**config.mk**
```make
export PLATFORM = sky130hd
export DESIGN_NAME = nmea_src_arb_flat
export DESIGN_NICKNAME = d
export VERILOG_FILES = /design/src/rtl/nmea_pkg.sv /design/src/rtl/nmea_src_arb_if.sv /design/src/rtl/rr_pick.sv /design/src/rtl/nmea_src_arb.sv /design/src/flat_wrapper.sv
export SDC_FILE = /design/constraint.sdc
export NUM_CORES = 1
export LEC_CHECK = 0
export CAP_MARGIN = 15
export CORE_MARGIN = 2
export CORE_UTILIZATION = 45
export DETAILED_ROUTE_END_ITERATION = 10
export HOLD_SLACK_MARGIN = 0.03
export PLACE_DENSITY = 0.81
export SYNTH_ARGS = -nofsm -noshare
export SYNTH_HDL_FRONTEND = slang
export SYNTH_SLANG_ARGS = --single-unit
```
**constraint.sdc**
```tcl
create_clock -name i_clk -period 3.9 [get_ports i_clk]
set_clock_uncertainty 0.1 [all_clocks]
set_input_delay 1.17 -clock i_clk [delete_from_list [all_inputs] [get_ports i_clk]]
set_output_delay 1.17 -clock i_clk [all_outputs]
set_load 0.05 [all_outputs]
```
**src/rtl/nmea_pkg.sv**
```systemverilog
// Shared definitions for the NMEA sentence path.
//   CH_DOLLAR / CH_STAR / CH_CR : ASCII characters the arbiter reacts to or injects
//   arb_state_t                 : source arbiter state encoding
package nmea_pkg;

  localparam logic [7:0] CH_DOLLAR = 8'h24;
  localparam logic [7:0] CH_STAR   = 8'h2A;
  localparam logic [7:0] CH_CR     = 8'h0D;

  typedef enum logic [1:0] {
    IDLE     = 2'd0,
    FWD      = 2'd1,
    INJ_STAR = 2'd2,
    INJ_CR   = 2'd3
  } arb_state_t;

endpackage

```
**src/rtl/nmea_src_arb_if.sv**
```systemverilog
// Character bus between the per-source UART receive FIFOs, the source
// arbiter and the NMEA sentence parser.
//   i_valid [N_SRC]   per-source character valid
//   i_char  [8*N_SRC] per-source character, source s on bits [8s+7:8s]
//   o_ready [N_SRC]   per-source accept (transfer when valid && ready)
//   o_write           write strobe to the parser
//   o_char  [8]       character to the parser
//   i_full            parser FIFO full
// Modports: slave = arbiter view, master = sources/parser (bench) view.
interface nmea_src_arb_if #(
  parameter int unsigned N_SRC = 2
) ();

  logic [N_SRC-1:0]   i_valid;
  logic [8*N_SRC-1:0] i_char;
  logic [N_SRC-1:0]   o_ready;
  logic               o_write;
  logic [7:0]         o_char;
  logic               i_full;

  modport slave (
    input  i_valid, i_char, i_full,
    output o_ready, o_write, o_char
  );

  modport master (
    output i_valid, i_char, i_full,
    input  o_ready, o_write, o_char
  );

endinterface

```
**src/rtl/rr_pick.sv**
```systemverilog
// Combinational one-hot round-robin picker.
//   i_req  [N_REQ] request vector
//   i_last [IW]    index of the previous winner; search starts at i_last+1
//   o_grant[N_REQ] one-hot winner, 0 when no request
//   o_any          at least one request present
module rr_pick #(
  parameter int unsigned N_REQ = 2,
  parameter int unsigned IW    = 1
) (
  input  logic [N_REQ-1:0] i_req,
  input  logic [IW-1:0]    i_last,
  output logic [N_REQ-1:0] o_grant,
  output logic             o_any
);

  logic found;

  // Offset k walks the cyclic order last+1, last+2, ..., last+N_REQ;
  // the inner loop keeps every request index constant.
  always_comb begin
    o_grant = '0;
    found   = 1'b0;
    for (int unsigned k = 1; k <= N_REQ; k++) begin
      for (int unsigned s = 0; s < N_REQ; s++) begin
        if (!found && i_req[s] && (s == ((32'(i_last) + k) % N_REQ))) begin
          o_grant[s] = 1'b1;
          found      = 1'b1;
        end
      end
    end
  end

  assign o_any = |i_req;

endmodule

```
**src/rtl/nmea_src_arb.sv**
```systemverilog
// Sentence-level arbiter sharing the NMEA parser character input between
// N_SRC byte sources. A source presenting '$' in IDLE is granted (round
// robin) and owns the parser until its CR is written; an owner idle for
// TIMEOUT cycles loses the sentence.
//   i_clk, i_rst       clock, asynchronous active-low reset
//   bus (slave)        source valid/char/ready and parser write/char/full
//   o_grant [N_SRC]    one-hot current owner, 0 when idle
//   o_busy             sentence in progress
//   o_drop             one-cycle pulse when a sentence is aborted by timeout
// Build option: NMEA_ARB_ABORT_EN defined -> an aborted sentence is closed
// by writing '*' then CR to the parser, o_drop pulses with the CR write.
module nmea_src_arb
  import nmea_pkg::*;
#(
  parameter int unsigned N_SRC   = 2,
  parameter int unsigned TIMEOUT = 1023
) (
  input  logic             i_clk,
  input  logic             i_rst,
  nmea_src_arb_if.slave    bus,
  output logic [N_SRC-1:0] o_grant,
  output logic             o_busy,
  output logic             o_drop
);

  localparam int unsigned IW = (N_SRC > 1) ? $clog2(N_SRC) : 1;
  localparam int unsigned CW = $clog2(TIMEOUT + 1);

  arb_state_t       state_r, state_nx;
  logic [IW-1:0]    owner_r, last_r, win_idx;
  logic [CW-1:0]    cnt_r;
  logic [N_SRC-1:0] cand, win_oh;
  logic             win_any;
  logic             own_valid;
  logic [7:0]       own_char;
  logic             own_xfer, cr_xfer, timeout_hit;

  always_comb begin
    for (int unsigned s = 0; s < N_SRC; s++) begin
      cand[s] = bus.i_valid[s] && (bus.i_char[8*s +: 8] == CH_DOLLAR);
    end
  end

  rr_pick #(
    .N_REQ (N_SRC),
    .IW    (IW)
  ) u_pick (
    .i_req   (cand),
    .i_last  (last_r),
    .o_grant (win_oh),
    .o_any   (win_any)
  );

  always_comb begin
    win_idx = '0;
    for (int unsigned s = 0; s < N_SRC; s++) begin
      if (win_oh[s]) win_idx = IW'(s);
    end
  end

  always_comb begin
    own_valid = 1'b0;
    own_char  = '0;
    for (int unsigned s = 0; s < N_SRC; s++) begin
      if (owner_r == IW'(s)) begin
        own_valid = bus.i_valid[s];
        own_char  = bus.i_char[8*s +: 8];
      end
    end
  end

  assign own_xfer = (state_r == FWD) && own_valid && !bus.i_full;
  assign cr_xfer  = own_xfer && (own_char == CH_CR);
  // Fires on the idle cycle that would take the counter to TIMEOUT. A CR
  // transfer implies own_valid, so it can never coincide with this.
  assign timeout_hit = (state_r == FWD) && !own_valid && !bus.i_full &&
                       (cnt_r == CW'(TIMEOUT - 1));

  // State register
  always_ff @(posedge i_clk or negedge i_rst) begin
    if (!i_rst) state_r <= IDLE;
    else        state_r <= state_nx;
  end

  // Next-state logic
  always_comb begin
    state_nx = state_r;
    case (state_r)
      IDLE: if (win_any) state_nx = FWD;
      FWD: begin
        if (cr_xfer) begin
          state_nx = IDLE;
        end else if (timeout_hit) begin
`ifdef NMEA_ARB_ABORT_EN
          state_nx = INJ_STAR;
`else
          state_nx = IDLE;
`endif
        end
      end
`ifdef NMEA_ARB_ABORT_EN
      INJ_STAR: if (!bus.i_full) state_nx = INJ_CR;
      INJ_CR:   if (!bus.i_full) state_nx = IDLE;
`endif
      default: state_nx = IDLE;
    endcase
  end

  // Owner, round-robin pointer and owner-idle counter
  always_ff @(posedge i_clk or negedge i_rst) begin
    if (!i_rst) begin
      owner_r <= '0;
      last_r  <= IW'(N_SRC - 1);
      cnt_r   <= '0;
    end else begin
      if (state_r == IDLE) begin
        cnt_r <= '0;
        if (win_any) owner_r <= win_idx;
      end
      if (state_r == FWD) begin
        if (own_xfer)                        cnt_r <= '0;
        else if (!own_valid && !bus.i_full) cnt_r <= cnt_r + 1'b1;
      end
      if (cr_xfer || timeout_hit) last_r <= owner_r;
    end
  end

  // Output logic; everything is forced low while reset is asserted so a
  // mid-sentence reset silences the outputs in the same cycle.
  always_comb begin
    bus.o_ready = '0;
    bus.o_write = 1'b0;
    bus.o_char  = '0;
    o_grant     = '0;
    o_busy      = 1'b0;
    o_drop      = 1'b0;
    if (i_rst) begin
      o_busy = (state_r != IDLE);
      for (int unsigned s = 0; s < N_SRC; s++) begin
        o_grant[s] = (state_r != IDLE) && (owner_r == IW'(s));
      end
      case (state_r)
        // Non-'$' characters ahead of a sentence are accepted and dropped;
        // candidates (winner included) are held until FWD.
        IDLE: bus.o_ready = bus.i_valid & ~cand;
        FWD: begin
          for (int unsigned s = 0; s < N_SRC; s++) begin
            bus.o_ready[s] = (owner_r == IW'(s)) && !bus.i_full;
          end
          bus.o_write = own_xfer;
          bus.o_char  = own_char;
`ifndef NMEA_ARB_ABORT_EN
          o_drop = timeout_hit;
`endif
        end
`ifdef NMEA_ARB_ABORT_EN
        INJ_STAR: begin
          bus.o_write = !bus.i_full;
          bus.o_char  = CH_STAR;
        end
        INJ_CR: begin
          bus.o_write = !bus.i_full;
          bus.o_char  = CH_CR;
          o_drop      = !bus.i_full;
        end
`endif
        default: ;
      endcase
    end
  end

endmodule

```
**src/flat_wrapper.sv**
```systemverilog
// flat-port wrapper written by rule: the top's interface ports become plain ports
module nmea_src_arb_flat import nmea_pkg::*;
#(
  parameter int unsigned N_SRC   = 2,
  parameter int unsigned TIMEOUT = 1023
)
  (i_clk, i_rst, o_grant, o_busy, o_drop, bus_i_valid, bus_i_char, bus_i_full, bus_o_ready, bus_o_write, bus_o_char);
  nmea_src_arb_if #(.N_SRC(N_SRC)) bus_i ();
  input  logic i_clk;
  input  logic i_rst;
  output logic [N_SRC-1:0] o_grant;
  output logic o_busy;
  output logic o_drop;
  input wire logic [$bits(bus_i.i_valid)-1:0] bus_i_valid;
  input wire logic [$bits(bus_i.i_char)-1:0] bus_i_char;
  input wire logic [$bits(bus_i.i_full)-1:0] bus_i_full;
  output wire logic [$bits(bus_i.o_ready)-1:0] bus_o_ready;
  output wire logic [$bits(bus_i.o_write)-1:0] bus_o_write;
  output wire logic [$bits(bus_i.o_char)-1:0] bus_o_char;
  assign bus_i.i_valid = bus_i_valid;
  assign bus_i.i_char = bus_i_char;
  assign bus_i.i_full = bus_i_full;
  assign bus_o_ready = bus_i.o_ready;
  assign bus_o_write = bus_i.o_write;
  assign bus_o_char = bus_i.o_char;
  nmea_src_arb #(.N_SRC(N_SRC), .TIMEOUT(TIMEOUT)) u_core (.i_clk(i_clk), .i_rst(i_rst), .bus(bus_i), .o_grant(o_grant), .o_busy(o_busy), .o_drop(o_drop));
endmodule
```
==> results.py, run 1 <==
metrics = {
    "global_routing": {
        "grt_pass1_wl_mm": 5.016,
        "grt_start_max_net_pins": 20,
        "antenna_found_initial": 0,
        "grt_pass1_vias": 1069,
        "gr-total-overflow": 0,
        "grt_use_total_pct": 25.58,
    },
    "routing": {
        "avgRoutedWirePerCell_um": 16.02,
        "drt_wl_total_mm": 2.963,
        "num_vias": 1075,
        "ant_nets": 0,
        "first_pass_iters": 4,
        "drt_iter0_drc": 20,
        "via_per_inst": 5.811,
        "drc": 0,
    },
    "yosys": {
        "syn_inst": 117,
        "synthAdderAreaFrac_pct": 2.564,
        "yosys-top-cells-area": "dfrtp_1 (31%), nor2_1 (7.7%), mux2i_1 (7.2%)",
        "ys_seq_area_share_pct": 33.46,
        "yosys_warnings": 0,
        "async_flop_share_pct": 100.0,
        "synth_simple_gate_area_share_pct": 31.92,
        "syn-cell-area_um2": 975.9,
        "yosysTopAreaCellShare_pct": 30.77,
        "synth_top_family_by_area": "simple AND/OR/NAND/NOR gates",
        "synth-seq-cells": 13,
        "syn_avg_cell_area_um2": 8.341,
        "synth_edf_count": 0,
        "ys_types": 43,
        "yosysTopAreaCell": "dfrtp_1",
        "syn_nets": 140,
        "ys.flop_type": "dfrtp_1",
        "synth_xor_area_share_pct": 3.590,
        "yosys-mux-area-fraction_pct": 9.872,
        "synth-compound-area-share_pct": 15.00,
    },
    "floorplanning": {
        "core_area_um2": 2002,
        "die_y_um": 50.57,
        "start_util_pct": 48.75,
        "dieArea_um2": 2557,
        "die_w_um": 50.57,
        "rows": 16,
        "boundaryPins": 36,
    },
    "worst_hold_path": {
        "min_from": "u_core.cnt_r[9]",
        "holdPathStages": 2,
        "hold_class": "reg2reg",
        "whs_endpoint": "u_core.cnt_r[9]",
    },
    "timing": {
        "hold_violations": 0,
        "fin_setup_tns_ns": 0,
        "min_period_ns": 3.837,
        "slew_headroom_pct": 58.65,
        "setup_viol": 0,
        "holdWs_ns": 0.4794,
        "min_period_over_period_pct": 98.38,
        "drv_slew": 0,
        "setup_slack_ns": 0.06322,
        "clock.fmax_mhz": 260.6,
        "rsz0062_at_grt": "no",
        "worst_pin_slew_ns": 0.6161,
    },
    "final_layout": {
        "area_growth_pct": 63.59,
        "diodes": 0,
        "final_area_um2": 1597,
        "fillers": 130,
        "final_cell_mix": "nor2_1 (20), clkdlybuf4s50_1 (20), buf_12 (15)",
        "fin_nets": 182,
        "layout-drive-gt1-share_pct": 21.52,
    },
    "outcome": {
        "status": "complete, no violations",
    },
    "pwr": {
        "power_w": 0.0003770,
        "p_per_area_nw_per_um2": 236.1,
        "peakVddDrop_uv": 247.3,
        "leakagePower_nw": 0.6255,
    },
    "cts": {
        "clk_path_buf_depth": 2,
        "cts_tree": "yes",
        "clk_pin_slew_ns": 0.08,
        "cts_resized": 0,
        "htreeDepth": 1,
        "clock_sinks": 13,
        "clk_latency_ns": 0.27,
        "postCtsSetupRepairBufs": 0,
        "cts-root-buf": "clkbuf_4",
        "postCtsHoldBufs": 0,
        "numCtsBuffers": 3,
    },
    "critical_path": {
        "r2r_cells": 6,
        "timing.rr.end": "u_core.cnt_r[7]",
        "path_class": "in2out",
        "reg2reg_from": "u_core.owner_r",
        "required_ns": 2.63,
        "cp.arrival_ns": 2.57,
        "critPathLaunchType": "primary input",
        "reg2reg_setup_slack_ns": 1.74,
        "cp-end-kind": "output port",
        "cp_max_fo": 3,
    },
    "placed_design": {
        "gp_congestion": 0.7968,
        "dpl_cell_area_um2": 1539,
        "dpl_worst_slack_ns": 0.03842,
        "port_buffers": 35,
        "hpwl_mm": 2.322,
    },
    "job": {
        "drv_cap": 0,
    },
}
==> state kept, by name (all words and copies together) (netlist names) <==
signal / count
u_core.owner_r: 1
u_core.last_r: 1
u_core.cnt_r: 10
u_core.state_r: 1
==> Yosys cell counts (2+ instances only) <==
cell type and count:
nor2_1 20, dfrtp_1 12, nand2_1 8, mux2i_1 7, a21oi_1 5, inv_1 5
nand4_1 5, nand3_1 4, a311oi_1 2, and2_1 2, and3_1 2, clkbuf_1 2
ha_1 2, nand2b_1 2, nor2b_1 2, nor3b_1 2, nor4_1 2, nor4b_1 2
o21a_1 2, o21ai_0 2, or2_2 2, or4_1 2, xnor2_1 2, xor2_1 2
==> cell type report <==
type | instances | area [µm²] | area share, %
well taps | 27 | 33.78 | 2.116
clock buffers | 4 | 26.28 | 1.646
flip-flops and latches | 13 | 326.6 | 20.45
inverters | 5 | 18.77 | 1.176
multi-input cells | 95 | 645.6 | 40.44
repair buffers | 41 | 545.5 | 34.17
==> kinds of logic after synthesis <==
logic type / Yosys count
adder cells (fa/ha/maj): 2
flip-flops: 13
AND/OR/NAND/NOR: 59
XOR/XNOR: 4
buffers and inverters: 9
AO/OA/AOI/OAI: 21
multiplexers: 9
==> where the power goes <==
part / total (W) / switching (W) / leakage (nW) / internal (W)
Clock: 0.0000831 / 0.0000435 / 0.0150 / 0.0000396
Sequential: 0.000145 / 0.00000715 / 0.177 / 0.000138
Combinational: 0.000149 / 0.0000784 / 0.434 / 0.0000705
==> how the worst max path moves through the flow <==
stage / start / endpoint / slack (ns) / depth (start not counted)
after floorplan: bus_i_char[10] / bus_o_ready[1] / 0.31 / 4
after global placement: bus_i_char[14] / bus_o_ready[1] / 0.04 / 6
after detailed placement: bus_i_char[14] / bus_o_ready[1] / 0.04 / 6
after CTS: bus_i_char[14] / bus_o_ready[1] / 0.02 / 6
after global routing: bus_i_valid[0] / o_drop / 0.008 / 5
final: bus_i_char[14] / bus_o_ready[1] / 0.06 / 6
==> per-stage QoR <==
step	std cells	util, %
2_1_floorplan	117	-
3_5_place_dp	181	76.88
6_report	185	79.75
4_1_cts	185	78.19
3_3_place_gp	181	76.88
5_1_grt	185	79.75
==> routing by layer <==
layer | vias up | track usage, % | part of all wire (%)
li1 | 513 | - | -
met1 | 518 | 33.64 | 45
met2 | 40 | 45.39 | 49
met3 | 4 | 4.167 | 5.7
met4 | 0 | 2.703 | 0.67
met5 | - | 0 | 0
==> worst max-delay path, cell delays in order <==
cell and delay [ns]:
clkdlybuf4s50_1 0.56, nor4_4 0.08, a311oi_1 0.28, a31oi_1 0.07, nor2b_1 0.23, buf_12 0.17
No activity file was read; power rests on OpenSTA's default activity.
==> run 2, diff against run 1 <==
--- a/config.mk
+++ b/config.mk
@@ -5,9 +5,11 @@
 export SDC_FILE = /design/constraint.sdc
 export NUM_CORES = 1
 export LEC_CHECK = 0
+export ABC_CLOCK_PERIOD_IN_PS = 3900
 export CAP_MARGIN = 15
 export CORE_MARGIN = 2
 export CORE_UTILIZATION = 45
+export CTS_CLUSTER_DIAMETER = 30
 export DETAILED_ROUTE_END_ITERATION = 10
 export HOLD_SLACK_MARGIN = 0.03
 export PLACE_DENSITY = 0.81
==> results of run 2 <==
No change in the layout: final DEF, timing and power equal those of run 1.
==> run 3, diff against run 2 <==
--- a/config.mk
+++ b/config.mk
@@ -5,14 +5,15 @@
 export SDC_FILE = /design/constraint.sdc
 export NUM_CORES = 1
 export LEC_CHECK = 0
-export ABC_CLOCK_PERIOD_IN_PS = 3900
+export ABC_AREA = 0
+export ABC_CLOCK_PERIOD_IN_PS = 4400
 export CAP_MARGIN = 15
 export CORE_MARGIN = 2
-export CORE_UTILIZATION = 45
+export CORE_UTILIZATION = 44
 export CTS_CLUSTER_DIAMETER = 30
 export DETAILED_ROUTE_END_ITERATION = 10
 export HOLD_SLACK_MARGIN = 0.03
-export PLACE_DENSITY = 0.81
+export PLACE_DENSITY = 0.79
 export SYNTH_ARGS = -nofsm -noshare
 export SYNTH_HDL_FRONTEND = slang
 export SYNTH_SLANG_ARGS = --single-unit
==> constraint.sdc (replaced) <==
create_clock -name i_clk -period 4.4 [get_ports i_clk]
set_clock_uncertainty 0.1 [all_clocks]
set_input_delay 1.32 -clock i_clk [delete_from_list [all_inputs] [get_ports i_clk]]
set_output_delay 1.32 -clock i_clk [all_outputs]
set_load 0.05 [all_outputs]
==> run 3 against run 2 <==
Compared with the run above: combinational power shrank 20%; power shrank 14%; global-route usage shrank 3.2 points; critical path depth shrank 1; register-to-register slack gained 0.18 ns; routed wire length shrank 12%; clock-buffer cell count is the same; via count shrank 3.9%; setup slack gained 0.15 ns; final cell count shrank 1.6%; critical endpoint is now o_drop; largest cell class unchanged.
==> results.py, run 3 (synthesis results as in run 1) <==
metrics = {
    "critical_path": {
        "slowest_delay_ns": 0.47,
        "worstPathCellList": "clkdlybuf4s50_1 -> mux2_4 -> nor3_1 -> and3_1 -> buf_12",
        "worst-path-buf-inv": 2,
        "critPathLaunchType": "primary input",
        "crit_slowest_cell": "clkdlybuf4s50_1",
        "required_ns": 2.98,
        "path_class": "in2out",
        "cp_max_fo": 5,
        "cp.arrival_ns": 2.76,
        "crit_family": "buffers and inverters",
        "cp-end-kind": "output port",
    },
    "floorplanning": {
        "die_y_um": 51.10,
        "start_util_pct": 45.43,
        "boundaryPins": 36,
        "die_w_um": 51.10,
        "dieArea_um2": 2611,
        "rows": 17,
        "core_area_um2": 2148,
    },
    "final_layout": {
        "multi_input_area_um2": 614.3,
        "ff_latch_area_um2": 326.6,
        "final_cell_mix": "nor2_1 (20), clkdlybuf4s50_1 (20), buf_12 (15)",
        "layout-drive-gt1-share_pct": 16.88,
        "largest_register": "u_core.cnt_r",
        "largest_reg_flops": 10,
        "fillers": 167,
        "diodes": 0,
        "area_growth_pct": 57.44,
        "fin_nets": 178,
    },
    "routing": {
        "avgRoutedWirePerCell_um": 14.29,
        "drc": 0,
        "drt_iter0_drc": 22,
        "drt_wl_total_mm": 2.600,
        "first_pass_iters": 4,
        "via_per_inst": 5.676,
        "num_vias": 1033,
        "ant_nets": 0,
    },
    "cts": {
        "clk_pin_slew_ns": 0.07,
        "clock_sinks": 13,
        "clk_latency_ns": 0.27,
        "htreeDepth": 1,
        "numCtsBuffers": 3,
        "postCtsSetupRepairBufs": 0,
        "clk_path_buf_depth": 2,
        "cts_resized": 0,
        "postCtsHoldBufs": 0,
        "cts-root-buf": "clkbuf_4",
        "cts_tree": "yes",
    },
    "global_routing": {
        "grt_pass1_vias": 1006,
        "antenna_found_initial": 0,
        "grt_start_max_net_pins": 21,
        "grt_pass1_wl_mm": 4.526,
        "gr-total-overflow": 0,
        "grt_use_total_pct": 22.35,
    },
    "placed_design": {
        "gp_congestion": 0.8738,
        "hpwl_mm": 2.032,
        "port_buffers": 35,
    },
    "timing": {
        "drv_slew": 0,
        "clock.fmax_mhz": 239.1,
        "hold_violations": 0,
        "setup_viol": 0,
        "min_period_over_period_pct": 95.07,
        "rsz0062_at_grt": "no",
        "min_period_ns": 4.183,
        "worst_pin_slew_ns": 0.7576,
        "slew_headroom_pct": 49.49,
        "fin_setup_tns_ns": 0,
    },
    "outcome": {
        "status": "complete, no violations",
    },
    "pwr": {
        "p_per_area_nw_per_um2": 210.3,
        "leakagePower_nw": 0.5996,
        "peakVddDrop_uv": 179.5,
        "power_w": 0.0003231,
    },
    "job": {
        "drv_cap": 0,
    },
    "worst_hold_path": {
        "hold_class": "reg2reg",
    },
}
## run 3: path summary, 6_finish.rpt
check | to | cells past startpoint | slack, ns | from
hold / removal | u_core.cnt_r[9] | 2 | 0.47 | u_core.cnt_r[9]
setup / recovery | o_drop | 5 | 0.22 | bus_i_valid[0]
setup reg to reg | u_core.cnt_r[9] | 4 | 1.92 | u_core.owner_r
hold reg to reg | u_core.cnt_r[9] | 2 | 0.47 | u_core.cnt_r[9]
min in group asynchronous | u_core.state_r[0] | 2 | 1.28 | i_rst
max in group asynchronous | u_core.last_r | 2 | 2.67 | i_rst
## run 3: through the flow
step           instances  instance area [µm²]  worst slack (ns)  hold slack, ns  utilization (%)
3_3_place_gp         178                 1510            0.2739          0.4431            70.30
6_report             182                 1536            0.2170          0.4653            71.52
2_1_floorplan        117                975.9            0.5071          0.4188                -
3_5_place_dp         178                 1510            0.2497          0.4555            70.30
4_1_cts              182                 1536            0.2234          0.4664            71.52
5_1_grt              182                 1536           0.09853          0.4944            71.52
## run 3: power by group
group          switching [W]  leakage [nW]  internal (W)  total (W)
Sequential         0.0000110         0.177      0.000122   0.000133
Clock              0.0000361        0.0150     0.0000351  0.0000712
Combinational      0.0000598         0.408     0.0000589   0.000119
## run 3: layer usage
metal  track usage (%)  up-vias  part of all wire, %
met4             6.757        0                  1.2
met2             40.91       40                   49
li1                  -      502                    -
met1             26.58      487                   42
met3             3.509        4                  8.1
met5                 0        -                    0
## run 3: area by class of cell
| cell class | count | share of cell area, % |
|---|---|---|
| flip-flops and latches | 13 | 21.25 |
| well taps | 28 | 2.280 |
| inverters | 5 | 1.222 |
| clock buffers | 4 | 1.710 |
| repair buffers | 37 | 33.55 |
| multi-input cells | 95 | 39.98 |
## run 3: tightest hold or removal path, delay by kind of cell, from the launching register on
kind,cells,cell delay (ns)
flops,1,0.39
compound gates,2,0.14
